`config.mk`:
```
export PLATFORM = sky130hd
export DESIGN_NAME = if_fetch_unit_flat
export DESIGN_NICKNAME = d
export VERILOG_FILES = /design/src/rtl/if_fetch_unit_pkg.sv /design/src/rtl/if_fetch_unit_if.sv /design/src/rtl/if_fetch_unit_skid_buf.sv /design/src/rtl/if_fetch_unit.sv /design/src/flat_wrapper.sv
export SDC_FILE = /design/constraint.sdc
export NUM_CORES = 1
export LEC_CHECK = 0
export ABC_AREA = 0
export BUFFER_PORTS_ARGS = -buffer_cell sky130_fd_sc_hd__clkbuf_2
export CAP_MARGIN = 20
export CORE_MARGIN = 4
export CORE_UTILIZATION = 30
export CTS_BUF_LIST = sky130_fd_sc_hd__clkbuf_2 sky130_fd_sc_hd__clkbuf_4 sky130_fd_sc_hd__clkbuf_8
export DETAILED_ROUTE_END_ITERATION = 12
export PLACE_DENSITY = 0.59
export SYNTH_ARGS = -nofsm -noshare
export SYNTH_HDL_FRONTEND = slang
export SYNTH_SLANG_ARGS = --single-unit
export TNS_END_PERCENT = 100
```
`constraint.sdc`:
```
create_clock -name clk -period 6.1 [get_ports clk]
set_input_delay 0 -clock clk [delete_from_list [all_inputs] [get_ports clk]]
set_output_delay 0 -clock clk [all_outputs]
set_load 0.005 [all_outputs]
```
`src/rtl/if_fetch_unit_pkg.sv`:
```
// fetch_pkg: shared types and constants for the instruction-fetch stage.
package fetch_pkg;
   typedef logic [31:0] word_t;
   typedef enum logic [1:0] {IDLE, FETCH, BUF, DISCARD} state_e;
   localparam word_t NOP_INSTR = 32'h0000_0013;
   localparam word_t RESET_PC_DEF = 32'h0000_0000;
endpackage

```
`src/rtl/if_fetch_unit_if.sv`:
```
// if_fetch_unit_if: instruction-memory req/ack bus between fetch (master) and memory (slave).
interface if_fetch_unit_if;
   import fetch_pkg::*;
   logic  imem_req;
   word_t imem_addr;
   logic  imem_ack;
   word_t imem_rdata;
   modport master (output imem_req, imem_addr, input imem_ack, imem_rdata);
   modport slave (input imem_req, imem_addr, output imem_ack, imem_rdata);
endinterface

```
`src/rtl/if_fetch_unit_skid_buf.sv`:
```
// fetch_skid_buf: one-entry {addr, instr, valid} holding register; clear wins over load.
module fetch_skid_buf
   import fetch_pkg::*;
(
   input  logic  clk,
   input  logic  reset,
   input  logic  load_i,
   input  logic  clear_i,
   input  word_t addr_i,
   input  word_t instr_i,
   output word_t addr_o,
   output word_t instr_o,
   output logic  valid_o
);
   word_t addr_q, instr_q;
   logic  valid_q;
   always_ff @(posedge clk) begin
      if (reset) begin
         addr_q  <= '0;
         instr_q <= NOP_INSTR;
         valid_q <= 1'b0;
      end else if (clear_i) begin
         valid_q <= 1'b0;
      end else if (load_i) begin
         addr_q  <= addr_i;
         instr_q <= instr_i;
         valid_q <= 1'b1;
      end
   end
   assign addr_o  = addr_q;
   assign instr_o = instr_q;
   assign valid_o = valid_q;
endmodule

```
`src/rtl/if_fetch_unit.sv`:
```
// if_fetch_unit: PC owner and IF/ID writer; fetches over req/ack, honours stall and redirect.
module if_fetch_unit
   import fetch_pkg::*;
#(
   parameter word_t RESET_PC = RESET_PC_DEF
) (
   input  logic                   clk,
   input  logic                   reset,
   input  logic                   PC_write,
   input  logic                   PCSrc,
   input  word_t                  PC_branch,
   if_fetch_unit_if.master        imem,
   output word_t                  PC_IF,
   output word_t                  INSTR_IF,
   output logic                   IF_valid
);
   state_e state_q, state_d;
   word_t  pc_q, pc_d, kill_q, kill_d, pc_if_q, pc_if_d, instr_q, instr_d;
   logic   valid_q, valid_d;
   word_t  buf_addr, buf_instr;
   logic   buf_valid, buf_load, buf_clear;
   logic   slot_free, ack, fetch_ack, slot_from_mem, slot_from_buf;
   assign slot_free = !valid_q || PC_write;
   assign ack = imem.imem_ack && (state_q == FETCH || state_q == DISCARD);
   always_ff @(posedge clk) begin
      if (reset) state_q <= IDLE;
      else state_q <= state_d;
   end
   // An outstanding request is never abandoned: redirect without ack parks in DISCARD.
   always_comb begin
      state_d = PCSrc ? (((state_q == FETCH || state_q == DISCARD) && !ack) ? DISCARD : FETCH)
              : state_q == IDLE  ? FETCH
              : state_q == FETCH ? ((ack && !slot_free) ? BUF : FETCH)
              : state_q == BUF   ? (PC_write ? FETCH : BUF)
              : (ack ? FETCH : DISCARD);
   end
   always_comb begin
      imem.imem_req  = state_q == FETCH || state_q == DISCARD;
      imem.imem_addr = state_q == DISCARD ? kill_q : pc_q;
   end
   always_comb begin
      fetch_ack     = state_q == FETCH && ack && !PCSrc;
      slot_from_mem = fetch_ack && slot_free;
      slot_from_buf = state_q == BUF && buf_valid && PC_write && !PCSrc;
      buf_load      = fetch_ack && !slot_free;
      buf_clear     = PCSrc || slot_from_buf;
      pc_d          = PCSrc ? PC_branch : fetch_ack ? pc_q + 32'd4 : pc_q;
      kill_d        = (PCSrc && state_q == FETCH && !ack) ? pc_q : kill_q;
      pc_if_d       = slot_from_mem ? pc_q : slot_from_buf ? buf_addr : pc_if_q;
      instr_d       = slot_from_mem ? imem.imem_rdata : slot_from_buf ? buf_instr
                    : (PCSrc || PC_write) ? NOP_INSTR : instr_q;
      valid_d       = slot_from_mem || slot_from_buf || (valid_q && !PCSrc && !PC_write);
   end
   always_ff @(posedge clk) begin
      if (reset) begin
         pc_q    <= RESET_PC;
         kill_q  <= RESET_PC;
         pc_if_q <= '0;
         instr_q <= NOP_INSTR;
         valid_q <= 1'b0;
      end else begin
         pc_q    <= pc_d;
         kill_q  <= kill_d;
         pc_if_q <= pc_if_d;
         instr_q <= instr_d;
         valid_q <= valid_d;
      end
   end
   fetch_skid_buf u_buf (
      .clk     (clk),
      .reset   (reset),
      .load_i  (buf_load),
      .clear_i (buf_clear),
      .addr_i  (pc_q),
      .instr_i (imem.imem_rdata),
      .addr_o  (buf_addr),
      .instr_o (buf_instr),
      .valid_o (buf_valid)
   );
   assign PC_IF    = pc_if_q;
   assign INSTR_IF = instr_q;
   assign IF_valid = valid_q;
endmodule

```
`src/flat_wrapper.sv`:
```
// flat-port wrapper written by rule: the top's interface ports become plain ports
module if_fetch_unit_flat import fetch_pkg::*;
#(
   parameter word_t RESET_PC = RESET_PC_DEF
)
  (clk, reset, PC_write, PCSrc, PC_branch, PC_IF, INSTR_IF, IF_valid, imem_imem_req, imem_imem_addr, imem_imem_ack, imem_imem_rdata);
  if_fetch_unit_if imem_i ();
  input  logic clk;
  input  logic reset;
  input  logic PC_write;
  input  logic PCSrc;
  input  word_t PC_branch;
  output word_t PC_IF;
  output word_t INSTR_IF;
  output logic IF_valid;
  output wire logic [$bits(imem_i.imem_req)-1:0] imem_imem_req;
  output wire logic [$bits(imem_i.imem_addr)-1:0] imem_imem_addr;
  input wire logic [$bits(imem_i.imem_ack)-1:0] imem_imem_ack;
  input wire logic [$bits(imem_i.imem_rdata)-1:0] imem_imem_rdata;
  assign imem_imem_req = imem_i.imem_req;
  assign imem_imem_addr = imem_i.imem_addr;
  assign imem_i.imem_ack = imem_imem_ack;
  assign imem_i.imem_rdata = imem_imem_rdata;
  if_fetch_unit #(.RESET_PC(RESET_PC)) u_core (.clk(clk), .reset(reset), .PC_write(PC_write), .PCSrc(PCSrc), .PC_branch(PC_branch), .imem(imem_i), .PC_IF(PC_IF), .INSTR_IF(INSTR_IF), .IF_valid(IF_valid));
endmodule
```
==> results by stage <==
Outcome:
- The run finished with clean final reports.

Clock tree:
- After clock tree synthesis, the repair step resized 0 gates.
- The clock reaches the later pin of the worst-skew pair after 0.49 ns.
- The count of clock tree sinks is 196.
- TritonCTS built the clock tree.
- The depth of the CTS H-tree is 4.
- The longest clock path from root to sink contains 2 buffers.
- In this run the clock root is driven by a sky130_fd_sc_hd__clkbuf_8.
- Buffers inserted during clock tree synthesis total 17.
- The CTS clock-pin slew for the worst setup and hold paths is 0.12 ns.

Synth:
- The synthesized netlist occupies a cell area of 8371 um2.
- The unique cell type count in the Yosys netlist is 55.
- The post-synth net total is 1114.
- The number of storage elements in the synthesis netlist is 196.
- The post-synthesis cell type with the largest combined area is sky130_fd_sc_hd__dfxtp_1.
- The share of synthesized registers carrying an async set or reset is 0%.
- The flip-flop cell with the highest count after synthesis is sky130_fd_sc_hd__dfxtp_1.
- The count of flip-flops with a built-in enable after synthesis is 0.
- After synthesis, the mean cell area works out to 8.018 um2.
- The top cell type's share of synthesized area is 46.88%.
- Sorting the synthesized cells by area gives the leading types as sky130_fd_sc_hd__dfxtp_1 (47%), sky130_fd_sc_hd__nand2_1 (13%), sky130_fd_sc_hd__a21oi_1 (7.2%), sky130_fd_sc_hd__mux2_2 (4.3%), sky130_fd_sc_hd__clkbuf_1 (3.6%).
- The number of warnings reported in the yosys synthesis log is 0.
- Sequential elements use 46.88% of the synthesized area.
- After technology mapping, the gate count stands at 1044.

Drt:
- The number of iterations in the first detailed-routing pass is 5.
- The post-detailed-route DRC marker count is 0.
- For this block, the initial DRC count from the detailed router was 496.
- The total wire length after detailed routing is 27.08 mm.
- The final route contains 8006 vias.
- Using the TritonRoute via totals, the vias-per-cell ratio works out to 5.042.
- The average routed wire per standard cell is 17.05 um.
- The count of nets left with antenna violations once routing finished came out at 0.

STA:
- The total negative setup slack is 0 ns.
- After layout, the worst path uses 43.58% of the clock period.
- The count of endpoints failing setup in the final report is 0.
- Setup repair after global routing left no endpoint under its margin.
- The final-report max-slew violation count is 0.
- The final clock skew is 0.01887 ns.
- The worst path in the final design needs a cycle of 2.658 ns, including I/O delays and setup.
- The final-report hold violation count is 0.
- In this run the tightest slew margin relative to its limit is 29.66%.
- At the pin with the least slew margin, the transition time is 1.054 ns.
- The highest clock rate is 376.2 MHz.

Hold path:
- In this run the worst hold path is classified as in2reg.
- The cell depth of the worst min-delay path is 3.
- The startpoint identified for the worst hold timing path is PC_write.
- The worst hold path endpoint is u_core.IF_valid.

Die:
- The die height is 175.0 um.
- The starting utilization of the core area is 30.80%.
- The core footprint is 27180 um2.
- The placement row count is 60.
- The top-level port count is 167.
- The area enclosed by the die boundary is 30640 um2.
- The width of the die is 175.0 um.

Placed design:
- The global placement routability congestion is 0.7551.
- The number of placed instances, taps included, is 1490.
- Detailed placement finished with a half-perimeter wire length of 17.27 mm.
- The port buffer count is 166.

Power and ir drop:
- For this design the static power due to leakage is 3.781 nW.
- The power density relative to cell area is 236.1 nW/um2.
- Net switching is 28.52% of the power.
- Sequential cells burn 55.0% of the power.
- Power comes to 2.465 mW.
- The worst voltage drop across the vdd grid is 0.1222 mV.
- The cell-internal power is 1.762 mW.
- The clock network accounts for 35.5% of the total power.
- The relative contribution of combinational cells to total power is 9.5%.
- Summed over all nets, the switching power comes to 0.7030 mW.

Worst setup path:
- For flop-to-flop paths, the worst setup slack is 3.44 ns.
- The endpoint of the worst register-to-register path is u_core.pc_q[26].
- The critical path is of the reg2reg type.
- The required time reported for the critical path endpoint is 6.46 ns.
- The startpoint kind of the worst setup timing path is a register.
- The worst reg2reg path startpoint is u_core.pc_q[10].
- Of all nets on the critical path, the largest fanout is 23.
- The kind of capture point of the worst setup path is a register.
- Counting cells, the worst reg-to-reg path comes to 4.
- The endpoint arrival time on the critical path is 3.02 ns.

Global routing:
- The number of antenna violations at the first check in global routing is 1.
- The number of global-route vias before repair is 7444.
- The first global-routing pass estimated 42.76 mm of wire.
- The aggregate global-route resource usage is 17.38%.
- The total overflow reported by the global router is 0.
- The largest net degree at the start of global routing is 126.

Run:
- Across the run, the number of max-cap violations was 0.

Layout:
- In the final design database the tool counted 1272 nets.
- The area growth from synthesis to layout is 24.69%.
- The number of cells in the finished layout apart from fillers is 1588.
- The ratio of cells with drive above 1 in the final layout is 20.99%.
-- power by group through the flow --
stage               clock network (mW)  logic (mW)  registers [mW]
global placement                     0       0.202            1.38
global route                     0.954       0.258            1.36
finish                           0.874       0.234            1.36
detailed placement                   0       0.202            1.39
floorplan                            0       0.131            1.36
CTS                              0.901       0.236            1.36
-- layout by cell type, fill, tap and decap left out, types with 4 or more instances in the layout --
cell	count
sky130_fd_sc_hd__nand4_1	8
sky130_fd_sc_hd__and4_1	4
sky130_fd_sc_hd__or3_1	4
sky130_fd_sc_hd__a211oi_1	8
sky130_fd_sc_hd__a21oi_1	121
sky130_fd_sc_hd__a221oi_1	5
sky130_fd_sc_hd__dfxtp_1	196
sky130_fd_sc_hd__nor4_1	8
sky130_fd_sc_hd__nand2_1	281
sky130_fd_sc_hd__nand2b_1	4
sky130_fd_sc_hd__o21ai_0	8
sky130_fd_sc_hd__xor2_1	4
sky130_fd_sc_hd__nor3_1	16
sky130_fd_sc_hd__buf_4	14
sky130_fd_sc_hd__nor2_1	49
sky130_fd_sc_hd__or4_1	10
sky130_fd_sc_hd__o31ai_1	13
sky130_fd_sc_hd__a311oi_1	22
sky130_fd_sc_hd__clkbuf_2	165
sky130_fd_sc_hd__o2bb2ai_1	9
sky130_fd_sc_hd__xnor2_1	4
sky130_fd_sc_hd__mux2_2	32
sky130_fd_sc_hd__clkbuf_8	17
sky130_fd_sc_hd__a22oi_1	32
sky130_fd_sc_hd__inv_1	7
sky130_fd_sc_hd__a31oi_1	17
sky130_fd_sc_hd__nand3_1	33
sky130_fd_sc_hd__dlygate4sd3_1	65
-- logic make-up (layout without fill, tap and decap cells) --
| logic type | Yosys count | in the layout | synth area share (%) |
|---|---|---|---|
| and+or+nand+nor | 445 | 445 | 23.33 |
| DFF | 196 | 196 | 46.88 |
| adders and majority gates | 1 | 1 | 0.1495 |
| muxes | 34 | 34 | 4.544 |
| other | 0 | 1 | 0 |
| buffers and inverters | 113 | 284 | 5.426 |
| xor gates and xnor gates | 8 | 8 | 0.8370 |
| AOI/OAI and AO/OA | 247 | 247 | 18.83 |
-- layout make-up --
type,instances,area [um2]
fill,2824,16740
multi-input combinational,735,4024
sequential,196,3924
timing repair buffer,245,1593
tap,372,465.4
clock buffer,17,234.0
clock inverter,15,168.9
inverter,7,26.28
antenna,1,2.502
-- critical path: stages (launching register included) --
cell                        delay (ns)
sky130_fd_sc_hd__dfxtp_1          0.53
sky130_fd_sc_hd__nand4_1          0.50
sky130_fd_sc_hd__or4_4            0.73
sky130_fd_sc_hd__o41a_1           0.44
sky130_fd_sc_hd__a2111oi_0        0.32
-- synthesized netlist by cell type (all sizes together), types with 9 or more instances --
library cell    n
dfxtp         196
o2bb2ai         9
a311oi         22
mux2           32
nand3          33
o31ai          13
nand2         281
nor3           17
or4            11
a21oi         121
nor2           51
clkbuf         82
a22oi          32
buf            24
a31oi          17
nand4           9
-- flip-flops by register name (all words and copies together), names as in the netlist --
name / count
u_core.u_buf.addr_o: 32
u_core.PC_IF: 32
u_core.kill_q: 32
u_core.state_q: 2
u_core.IF_valid: 1
u_core.u_buf.valid_o: 1
u_core.u_buf.instr_o: 32
u_core.INSTR_IF: 32
u_core.pc_q: 32
-- metal layers --
metal  vias up  GRT usage, %  part of all wire, %
li1       3956             -                    -
met4         0         4.190                  1.4
met5         -             0                    0
met3        21         3.418                  4.9
met1      3816         24.26                   47
met2       213         27.76                   46
-- stage by stage --
step | hold WS, ns | utilization, % | cell area [um2] | worst slack (ns)
2_1_floorplan | 0.1242 | - | 8371 | 4.075
3_3_place_gp | 0.2328 | 34.52 | 9382 | 3.518
3_5_place_dp | 0.2388 | 34.52 | 9382 | 3.430
4_1_cts | 0.02309 | 38.40 | 10440 | 3.429
5_1_grt | 0.06911 | 38.41 | 10440 | 3.253
6_report | 0.05055 | 38.41 | 10440 | 3.442
-- timing repair --
| action | in CTS | in global routing |
|---|---|---|
| hold buffers | 65 | 0 |
| setup buffers | 0 | 0 |
| hold endpoints to repair | 97 | 0 |
-- how the worst max path moves through the flow --
| stage | depth (start not counted) | endpoint | from | slack (ns) |
|---|---|---|---|---|
| 2_1_floorplan | 6 | u_core.pc_q[27] | u_core.pc_q[14] | 4.08 |
| 3_3_place_gp | 6 | u_core.u_buf.instr_o[16] | PCSrc | 3.52 |
| 3_5_place_dp | 6 | u_core.u_buf.instr_o[18] | PCSrc | 3.43 |
| 4_1_cts | 5 | u_core.PC_IF[5] | u_core.state_q[1] | 3.43 |
| 5_1_grt | 5 | u_core.u_buf.addr_o[23] | u_core.state_q[0] | 3.25 |
| 6_report | 4 | u_core.pc_q[26] | u_core.pc_q[10] | 3.44 |
No activity file was read; power rests on OpenSTA's default activity.
